==> config.mk <==
export PLATFORM = sky130hd
export DESIGN_NAME = lvds_word_align
export DESIGN_NICKNAME = d
export VERILOG_FILES = /design/src/rtl/lvds_word_align.sv
export SDC_FILE = /design/constraint.sdc
export NUM_CORES = 1
export LEC_CHECK = 0
export CAP_MARGIN = 30
export CORE_MARGIN = 3
export CORE_UTILIZATION = 49
export DETAILED_ROUTE_END_ITERATION = 8
export HOLD_SLACK_MARGIN = 0.06
export PLACE_DENSITY_LB_ADDON = 0.3
export SETUP_SLACK_MARGIN = 0.1
export SLEW_MARGIN = 30
export SYNTH_ARGS = -nofsm -noshare
export SYNTH_HDL_FRONTEND = slang
export SYNTH_SLANG_ARGS = --single-unit
==> constraint.sdc <==
create_clock -name clkdiv -period 2.3 [get_ports clkdiv]
set_clock_uncertainty 0.15 [all_clocks]
set_input_delay 0.23 -clock clkdiv [delete_from_list [all_inputs] [get_ports clkdiv]]
set_output_delay 0.23 -clock clkdiv [all_outputs]
set_load 0.01 [all_outputs]
==> src/rtl/lvds_word_align.sv <==
// rtl/lvds_word_align.sv - per-lane bitslip/polarity word-alignment trainer for a dual-lane deserializer
module lvds_word_align #(
    parameter int          DATA_WIDTH    = 8,
    parameter logic [7:0]  TRAIN_PATTERN = 8'hE8,
    parameter int          SETTLE_CYCLES = 4,
    parameter int          MATCH_COUNT   = 4,
    parameter int          MAX_SLIPS     = 16
) (
    input  logic        clkdiv,
    input  logic        reset,
    input  logic        start,
    input  logic [15:0] din,
    output logic        bitslip_1,
    output logic        bitslip_2,
    output logic        reva_flag,
    output logic        revb_flag,
    output logic        locked_a,
    output logic        locked_b,
    output logic        done,
    output logic        fail,
    output logic [4:0]  slip_count_a,
    output logic [4:0]  slip_count_b
);

    localparam int                    OFS         = 16 - 2 * DATA_WIDTH;
    localparam logic [DATA_WIDTH-1:0] PAT         = TRAIN_PATTERN[DATA_WIDTH-1:0];
    localparam logic [DATA_WIDTH-1:0] NPAT        = ~PAT;
    localparam logic [3:0]            SETTLE_LOAD = 4'(SETTLE_CYCLES);
    localparam logic [4:0]            MATCH_LAST  = 5'(MATCH_COUNT);
    localparam logic [4:0]            SLIP_LIMIT  = 5'(MAX_SLIPS);

    typedef enum logic [2:0] {
        ST_IDLE,
        ST_SETTLE,
        ST_CHECK,
        ST_SLIP,
        ST_LOCKED,
        ST_FAIL
    } state_t;

    // Lane 0 is lane A (odd bits), lane 1 is lane B (even bits).
    logic [DATA_WIDTH-1:0] lane_word [2];

    state_t     state_q   [2];
    state_t     state_d   [2];
    logic [3:0] settle_q  [2];
    logic [3:0] settle_d  [2];
    logic [3:0] match_q   [2];
    logic [3:0] match_d   [2];
    logic [4:0] slips_q   [2];
    logic [4:0] slips_d   [2];
    logic       tried_q   [2];
    logic       tried_d   [2];
    logic       rev_q     [2];
    logic       rev_d     [2];
    logic       bitslip_q [2];
    logic       bitslip_d [2];
    logic       locked_q  [2];
    logic       locked_d  [2];
    logic       done_q;
    logic       done_d;
    logic       fail_q;
    logic       fail_d;

    // Deinterleave the PHY word; valid bits live in the top 2*DATA_WIDTH positions.
    for (genvar i = 0; i < DATA_WIDTH; i++) begin : g_extract
        assign lane_word[0][i] = din[OFS + 2 * i + 1];
        assign lane_word[1][i] = din[OFS + 2 * i];
    end

    if (OFS > 0) begin : g_low_bits
        logic unused_low_bits;
        assign unused_low_bits = ^din[OFS-1:0];
    end

    // Next-state logic for both lane trainers plus the combined status flags.
    always_comb begin
        for (int l = 0; l < 2; l++) begin
            state_d[l]   = state_q[l];
            settle_d[l]  = settle_q[l];
            match_d[l]   = match_q[l];
            slips_d[l]   = slips_q[l];
            tried_d[l]   = tried_q[l];
            rev_d[l]     = rev_q[l];
            bitslip_d[l] = 1'b0;
            locked_d[l]  = locked_q[l];

            if (start) begin
                // Restart wins over everything, including a pending slip pulse.
                state_d[l]  = ST_SETTLE;
                settle_d[l] = SETTLE_LOAD;
                match_d[l]  = 4'd0;
                slips_d[l]  = 5'd0;
                tried_d[l]  = 1'b0;
                rev_d[l]    = 1'b0;
                locked_d[l] = 1'b0;
            end else begin
                case (state_q[l])
                    ST_SETTLE: begin
                        // The word present while the counter reads zero is still discarded.
                        if (settle_q[l] == 4'd0) begin
                            state_d[l] = ST_CHECK;
                            match_d[l] = 4'd0;
                        end else begin
                            settle_d[l] = settle_q[l] - 4'd1;
                        end
                    end
                    ST_CHECK: begin
                        if (lane_word[l] == PAT) begin
                            match_d[l] = match_q[l] + 4'd1;
                            if (({1'b0, match_q[l]} + 5'd1) == MATCH_LAST) begin
                                state_d[l]  = ST_LOCKED;
                                locked_d[l] = 1'b1;
                            end
                        end else if (lane_word[l] == NPAT && !tried_q[l]) begin
                            // Inverted pattern: flip polarity once before resorting to slips.
                            rev_d[l]    = ~rev_q[l];
                            tried_d[l]  = 1'b1;
                            state_d[l]  = ST_SETTLE;
                            settle_d[l] = SETTLE_LOAD;
                        end else if (slips_q[l] == SLIP_LIMIT) begin
                            state_d[l] = ST_FAIL;
                        end else begin
                            state_d[l]   = ST_SLIP;
                            bitslip_d[l] = 1'b1;
                        end
                    end
                    ST_SLIP: begin
                        slips_d[l]  = slips_q[l] + 5'd1;
                        tried_d[l]  = 1'b0;
                        state_d[l]  = ST_SETTLE;
                        settle_d[l] = SETTLE_LOAD;
                    end
                    default: begin
                        // IDLE, LOCKED and FAIL hold until start.
                    end
                endcase
            end
        end

        done_d = (state_d[0] == ST_LOCKED || state_d[0] == ST_FAIL) &&
                 (state_d[1] == ST_LOCKED || state_d[1] == ST_FAIL);
        fail_d = (state_d[0] == ST_FAIL) || (state_d[1] == ST_FAIL);
    end

    // State and output registers; reset returns the PHY controls to neutral at once.
    always_ff @(posedge clkdiv or negedge reset) begin
        if (!reset) begin
            for (int l = 0; l < 2; l++) begin
                state_q[l]   <= ST_IDLE;
                settle_q[l]  <= 4'd0;
                match_q[l]   <= 4'd0;
                slips_q[l]   <= 5'd0;
                tried_q[l]   <= 1'b0;
                rev_q[l]     <= 1'b0;
                bitslip_q[l] <= 1'b0;
                locked_q[l]  <= 1'b0;
            end
            done_q <= 1'b0;
            fail_q <= 1'b0;
        end else begin
            for (int l = 0; l < 2; l++) begin
                state_q[l]   <= state_d[l];
                settle_q[l]  <= settle_d[l];
                match_q[l]   <= match_d[l];
                slips_q[l]   <= slips_d[l];
                tried_q[l]   <= tried_d[l];
                rev_q[l]     <= rev_d[l];
                bitslip_q[l] <= bitslip_d[l];
                locked_q[l]  <= locked_d[l];
            end
            done_q <= done_d;
            fail_q <= fail_d;
        end
    end

    assign bitslip_1    = bitslip_q[0];
    assign bitslip_2    = bitslip_q[1];
    assign reva_flag    = rev_q[0];
    assign revb_flag    = rev_q[1];
    assign locked_a     = locked_q[0];
    assign locked_b     = locked_q[1];
    assign done         = done_q;
    assign fail         = fail_q;
    assign slip_count_a = slips_q[0];
    assign slip_count_b = slips_q[1];

endmodule

==> flow_metrics.env, run 1 <==
export IMPL_cts_tree="yes"
export IMPL_area_growth_pct=33.3
export IMPL_vias=2134
export IMPL_yosys_area_top_type="dfrtp_1"
export IMPL_cts_sinks=42
export IMPL_overflow=0
export IMPL_vdd_drop_max_uv=517
export IMPL_power_leakage_uw=0.00143
export IMPL_core_area_um2=4560
export IMPL_grt_max_degree=22
export IMPL_final_nets=346
export IMPL_clk_latency_ns=0.29
export IMPL_dr_pass1_iters=4
export IMPL_syn_avg_cell_area_um2=9.82
export IMPL_route_detailed_drc=0
export IMPL_wl_per_cell_um=14.3
export IMPL_rr_endpoint="fail"
export IMPL_ys_ff_latch=42
export IMPL_fillCellCount=354
export IMPL_layout_drive_gt1_share_pct=22.3
export IMPL_hold_class="in2async"
export IMPL_pwr_density_cell_nw_per_um2=754
export IMPL_routed_wl_um=5490
export IMPL_timing_final_crit_share_pct=92.4
export IMPL_rows=24
export IMPL_antenna_found_initial=0
export IMPL_crit_path_start="din[2]"
export IMPL_htree_levels=2
export IMPL_portBuffers=36
export IMPL_p_seq_share_pct=39.3
export IMPL_placed_cells=374
export IMPL_crit_end="fail"
export IMPL_final_cells=383
export IMPL_gp_congestion=0.839
export IMPL_intPower_uw=1580
export IMPL_synthCells=247
export IMPL_slew_violations=0
export IMPL_r2r_setup_slack_ns=0.18
export IMPL_path_class="in2reg"
export IMPL_worstPathArrival_ns=2.16
export IMPL_yosys_warnings=0
export IMPL_cts_root_buf="clkbuf_8"
export IMPL_path_clk_slew_ns=0.08
export IMPL_ys_flop_type="dfrtp_1"
export IMPL_cap_violations=0
export IMPL_first_iter_violations=86
export IMPL_seq_area_frac_synth_pct=43.3
export IMPL_synth_edf_count=0
export IMPL_endpoint_kind="register"
export IMPL_syn_nets=274
export IMPL_synth_top_area_share_pct=43.3
export IMPL_ant_nets=0
export IMPL_p_comb_share_pct=42.1
export IMPL_fmax_mhz=471
export IMPL_syn_cell_area_um2=2420
export IMPL_clockBufferDepth=2
export IMPL_clockPowerShare_pct=18.7
export IMPL_hold_viol_final=0
export IMPL_outcome="finished clean"
export IMPL_p_switching_uw=859
export IMPL_slew_headroom_pct=71.5
export IMPL_synth_async_reset_ratio_pct=100
export IMPL_cts_made_buffers=5
export IMPL_switching_share_pct=35.3
export IMPL_die_area_um2=5830
export IMPL_grt_pass1_vias=2083
export IMPL_io_pins=37
export IMPL_die_h_um=76.3
export IMPL_rsz0062_at_grt="false"
export IMPL_diodes=0
export IMPL_die_w_um=76.3
export IMPL_setup_viol=0
export IMPL_required_ns=2.33
export IMPL_period_needed_ns=2.13
export IMPL_tightestPinTransition_ns=0.427
export IMPL_startpoint_type="primary input"
export IMPL_pre_cts_ws_ns=-0.228
export IMPL_reg2reg_from="settle_q[0]"
export IMPL_start_util_pct=53.1
export IMPL_synth_area_leaders="dfrtp_1 43%, nor2_1 4.2%, ha_1 4.1%, xor2_1 3.6%, o21ai_0 2.7%"
export IMPL_grt_pass1_wl_um=9270
export IMPL_grt_usage_pct=19.4
export IMPL_reg2regPathDepth=6
export IMPL_avgViaCountPerCell=5.57
export IMPL_layout_setup_ws_ns=0.175
export IMPL_hpwl_um=4110
export IMPL_worst_path_max_fanout=3
export IMPL_ys_types=56
flip-flops by register name, summed over array words and instances, names as in the netlist:
name and cells:
slip_count_a 5, locked_a 1, locked_b 1, tried_q 2, done 1, settle_q 8
fail 1, bitslip_1 1, state_q 6, slip_count_b 5, bitslip_2 1, match_q 8
revb_flag 1, reva_flag 1
what timing repair did:
action                                  in CTS  in global routing
hold endpoints to repair                    21                  0
pin swaps                                    1                  6
endpoints found under the setup margin       3                  8
hold buffers                                 1                  0
gates resized for setup                      4                 12
setup buffers                                1                  1
power by group through the flow:
| stage | clock, uW | combinational [uW] | sequential (uW) |
|---|---|---|---|
| 2_1_floorplan | 0 | 624 | 953 |
| 3_3_place_gp | 0 | 920 | 963 |
| 3_5_place_dp | 0 | 944 | 964 |
| 4_1_cts | 476 | 977 | 952 |
| 5_1_grt | 508 | 1150 | 976 |
| 6_report | 455 | 1030 | 957 |
final cells by class:
class                      count  area [um2]  area share [%]
multi-input combinational    182        1320            40.8
sequential                    42        1050            32.5
timing repair buffer          72         639            19.8
clock buffer                   6        82.6            2.56
tap                           65        81.3            2.52
inverter                      16        60.1            1.86
routing by layer:
| metal | share of wire [%] | up-vias | global-route usage [%] |
|---|---|---|---|
| met5 | 0 | - | 0 |
| met4 | 1.1 | 0 | 5.62 |
| met3 | 3.0 | 7 | 3.31 |
| met2 | 49 | 37 | 32.2 |
| met1 | 47 | 1036 | 26.0 |
| li1 | - | 1054 | - |
logic make-up (layout without fill, tap and decap cells):
logic type	count (synthesis)	in the layout	share of synthesized area, %
simple gates	107	107	27.5
compound gates	51	51	14.5
flops	42	42	43.3
buf+inv	23	94	4.39
xor+xnor	12	12	4.33
fa+ha+maj	8	8	4.13
mux	4	4	1.81
critical path: stages:
cell	delay (ns)
clkdlybuf4s50_1	0.42
or4b_4	0.50
o31a_1	0.29
o221a_1	0.25
a211o_1	0.25
a32o_1	0.22
synth_stat cells, drive strengths merged (4+ instances only):
library cell	number
a21oi	11
clkbuf	6
dfrtp	42
ha	8
inv	16
nand2	11
nand2b	4
nand3	10
nand4	5
nor2	27
nor3	10
nor3b	6
nor4	5
o21ai	13
or3	4
or4b	5
xor2	10
stage by stage:
| step | TNS, ns | area (um2) | hold WS, ns | total power, uW | utilization (%) |
|---|---|---|---|---|---|
| 2_1_floorplan | 0 | 2430 | -0.216 | 1580 | - |
| 3_3_place_gp | -1.29 | 3070 | -0.00466 | 1880 | 67.2 |
| 3_5_place_dp | -1.78 | 3070 | -0.00435 | 1910 | 67.2 |
| 4_1_cts | 0 | 3180 | 0.215 | 2400 | 69.6 |
| 5_1_grt | 0 | 3230 | 0.223 | 2630 | 70.8 |
| 6_report | 0 | 3230 | 0.207 | 2440 | 70.8 |
cells in the final DEF, fill, tap and decap left out, drive strengths merged, types with 3 or more instances in the layout:
| master | netlist | final |
|---|---|---|
| o21bai | 3 | 3 |
| nor2 | 27 | 27 |
| dfrtp | 42 | 42 |
| mux2 | 3 | 3 |
| nor4 | 5 | 5 |
| o211ai | 3 | 3 |
| o21ai | 13 | 13 |
| buf | 1 | 36 |
| nor3 | 10 | 10 |
| nor3b | 6 | 6 |
| nand4b | 3 | 3 |
| or3 | 4 | 4 |
| ha | 8 | 8 |
| or4b | 5 | 5 |
| nand2b | 4 | 4 |
| nand4 | 5 | 5 |
| a211o | 3 | 3 |
| or2 | 3 | 3 |
| clkbuf | 6 | 6 |
| o31ai | 3 | 3 |
| dlymetal6s2s | 0 | 3 |
| nand3 | 10 | 10 |
| a21oi | 11 | 11 |
| clkdlybuf4s50 | 0 | 32 |
| nand2 | 11 | 11 |
| inv | 16 | 16 |
| xor2 | 10 | 10 |
how the worst min path moves through the flow:
stage | to
after CTS | settle_q[7]
after detailed placement | match_q[1]
after global placement | match_q[2]
after global routing | settle_q[7]
after floorplan | bitslip_1
final | settle_q[7]
No activity file was read; power rests on OpenSTA's default activity.
==> run 2: changes to the inputs <==
--- a/config.mk
+++ b/config.mk
@@ -5,7 +5,7 @@
 export SDC_FILE = /design/constraint.sdc
 export NUM_CORES = 1
 export LEC_CHECK = 0
-export CAP_MARGIN = 30
+export CAP_MARGIN = 0
 export CORE_MARGIN = 3
 export CORE_UTILIZATION = 49
 export DETAILED_ROUTE_END_ITERATION = 8
==> results of run 2 <==
Final layout, timing and power as in run 1 (identical DEF).
==> run 3: changes to the inputs <==
--- a/config.mk
+++ b/config.mk
@@ -7,10 +7,11 @@
 export LEC_CHECK = 0
 export CAP_MARGIN = 0
 export CORE_MARGIN = 3
-export CORE_UTILIZATION = 49
+export CORE_UTILIZATION = 57
 export DETAILED_ROUTE_END_ITERATION = 8
 export HOLD_SLACK_MARGIN = 0.06
 export PLACE_DENSITY_LB_ADDON = 0.3
+export RECOVER_POWER = 50
 export SETUP_SLACK_MARGIN = 0.1
 export SLEW_MARGIN = 30
 export SYNTH_ARGS = -nofsm -noshare
==> constraint.sdc (replaced) <==
create_clock -name clkdiv -period 2.6 [get_ports clkdiv]
set_clock_uncertainty 0.15 [all_clocks]
set_input_delay 0.26 -clock clkdiv [delete_from_list [all_inputs] [get_ports clkdiv]]
set_output_delay 0.26 -clock clkdiv [all_outputs]
set_load 0.01 [all_outputs]
==> run 3 against run 2 <==
Effect of this change:
- hold slack gained 0.15 ns
- setup slack better by 0.10 ns
- critical path type is now reg2reg
- die area is 13% lower
- non-clock buffer count fell by 25
- critical endpoint is now done
- sequential cell count unchanged
- via count down 5.9%
- sequential power fell by 11%
- clock power shrank 4%
- first-iteration DRC count up 10%
==> flow_metrics.env, run 3 (synthesized netlist as in run 1, its figures left out) <==
export IMPL_rows=23
export IMPL_endpoint_kind="register"
export IMPL_vdd_drop_max_uv=494
export IMPL_cts_sinks=42
export IMPL_power_leakage_uw=0.00129
export IMPL_tightestPinTransition_ns=1.03
export IMPL_worstPathArrival_ns=2.41
export IMPL_overflow=0
export IMPL_vias=2009
export IMPL_startpoint_type="register"
export IMPL_reg2reg_from="slip_count_a[0]"
export IMPL_cts_tree="yes"
export IMPL_cts_root_buf="clkbuf_8"
export IMPL_timing_final_crit_share_pct=89.3
export IMPL_rsz0062_at_grt="false"
export IMPL_clockBufferDepth=2
export IMPL_fmax_mhz=430
export IMPL_die_w_um=71.2
export IMPL_slew_violations=0
export IMPL_holdCritStartpoint="settle_q[0]"
export IMPL_hold_class="reg2reg"
export IMPL_diodes=0
export IMPL_start_util_pct=59.8
export IMPL_final_area_um2=2980
export IMPL_crit_path_start="slip_count_a[0]"
export IMPL_portBuffers=36
export IMPL_hold_ws_ns=0.356
export IMPL_slowest_stage="dfrtp_1"
export IMPL_hpwl_um=3860
export IMPL_layout_drive_gt1_share_pct=12.9
export IMPL_final_cell_mix="42 x dfrtp_1, 27 x nor2_1, 27 x clkdlybuf4s50_1"
export IMPL_routed_wl_um=5270
export IMPL_period_needed_ns=2.32
export IMPL_setup_viol=0
export IMPL_grt_pass1_vias=2045
export IMPL_antenna_found_initial=0
export IMPL_dpl_cell_area_um2=2870
export IMPL_die_h_um=71.2
export IMPL_final_nets=321
export IMPL_largest_registers="match_q: 8 flops, settle_q: 8 flops, state_q: 6 flops"
export IMPL_hold_viol_final=0
export IMPL_grt_max_degree=43
export IMPL_clk_latency_ns=0.30
export IMPL_die_area_um2=5070
export IMPL_crit_chain="inv_1 > ha_1 > nor4bb_1 > o21ai_0 > a211o_2 > a221oi_1 > and3_2"
export IMPL_route_detailed_drc=0
export IMPL_pwr_density_cell_nw_per_um2=697
export IMPL_path_class="reg2reg"
export IMPL_avgViaCountPerCell=5.82
export IMPL_slew_headroom_pct=31.4
export IMPL_gp_congestion=0.822
export IMPL_cap_violations=0
export IMPL_path_clk_slew_ns=0.08
export IMPL_outcome="finished clean"
export IMPL_layout_commonest_cell="dfrtp_1"
export IMPL_core_area_um2=4060
export IMPL_grt_usage_pct=22.9
export IMPL_cts_made_buffers=5
export IMPL_wl_per_cell_um=15.3
export IMPL_io_pins=37
export IMPL_grt_pass1_wl_um=9250
export IMPL_ant_nets=0
export IMPL_cp_slowest_stage_delay_ns=0.44
export IMPL_worst_path_max_fanout=5
export IMPL_dr_pass1_iters=4
export IMPL_htree_levels=2
export IMPL_required_ns=2.69
export IMPL_area_growth_pct=22.8
export IMPL_first_iter_violations=95
export IMPL_finalSetupTns_ns=0
[run 3: cell count changes in the layout (fill, tap and decap cells not counted), sizes merged]
cell	before	now
clkinv	0	1
dlymetal6s2s	3	0
dlygate4sd3	1	9
clkbuf	6	8
buf	36	10
clkdlybuf4s50	32	27
[run 3: through the flow]
stage               worst slack, ns  total power [uW]  util, %  cells
global route                  0.167              2240     73.4    345
global placement             0.0627              1610     70.8    336
finish                        0.277              2070     73.4    345
detailed placement           0.0371              1640     70.8    336
CTS                           0.145              2080     73.3    345
floorplan                     0.330              1390        -    247
[run 3: timing repair]
item | 4_1_cts | 5_1_grt
endpoints found under the hold margin | 42 | 0
setup endpoints to repair | 0 | 1
gates resized for setup | 0 | 1
setup buffers | 0 | 0
hold buffers | 1 | 0
[run 3: final timing paths]
path | slack (ns) | end | depth (start not counted)
setup / recovery | 0.28 | done | 7
hold / removal | 0.36 | settle_q[0] | 1
setup reg to reg | 0.28 | done | 7
hold reg to reg | 0.36 | settle_q[0] | 1
max in group asynchronous | 1.15 | slip_count_b[4] | 2
min in group asynchronous | 0.53 | bitslip_2 | 2
[run 3: where the power goes]
part           total (uW)  switching (uW)  internal (uW)
clock network         436             222            214
logic                 781             406            375
registers             856             112            744
total                2070             740           1330
[run 3: final cells by class]
class	count	area (um2)
clock inverter	1	5.00
inverter	16	60.1
clock buffer	7	86.3
sequential	42	1050
fill	299	1080
timing repair buffer	47	440
multi-input combinational	182	1270
tap	50	62.6
[run 3: critical path: cells and delay by family (launching register included)]
| family | cells | cell delay [ns] |
|---|---|---|
| flops | 1 | 0.44 |
| buf+inv | 1 | 0.08 |
| fa+ha+maj | 1 | 0.15 |
| compound gates | 3 | 0.83 |
| simple gates | 2 | 0.62 |
[run 3: routing by layer]
layer / vias up / routed length (um) / global-route usage, %
met2: 40 / 2570 / 37.8
met3: 9 / 180 / 5.19
li1: 995 / - / -
met4: 0 / 79 / 8.14
met5: - / 0 / 0
met1: 965 / 2440 / 29.6
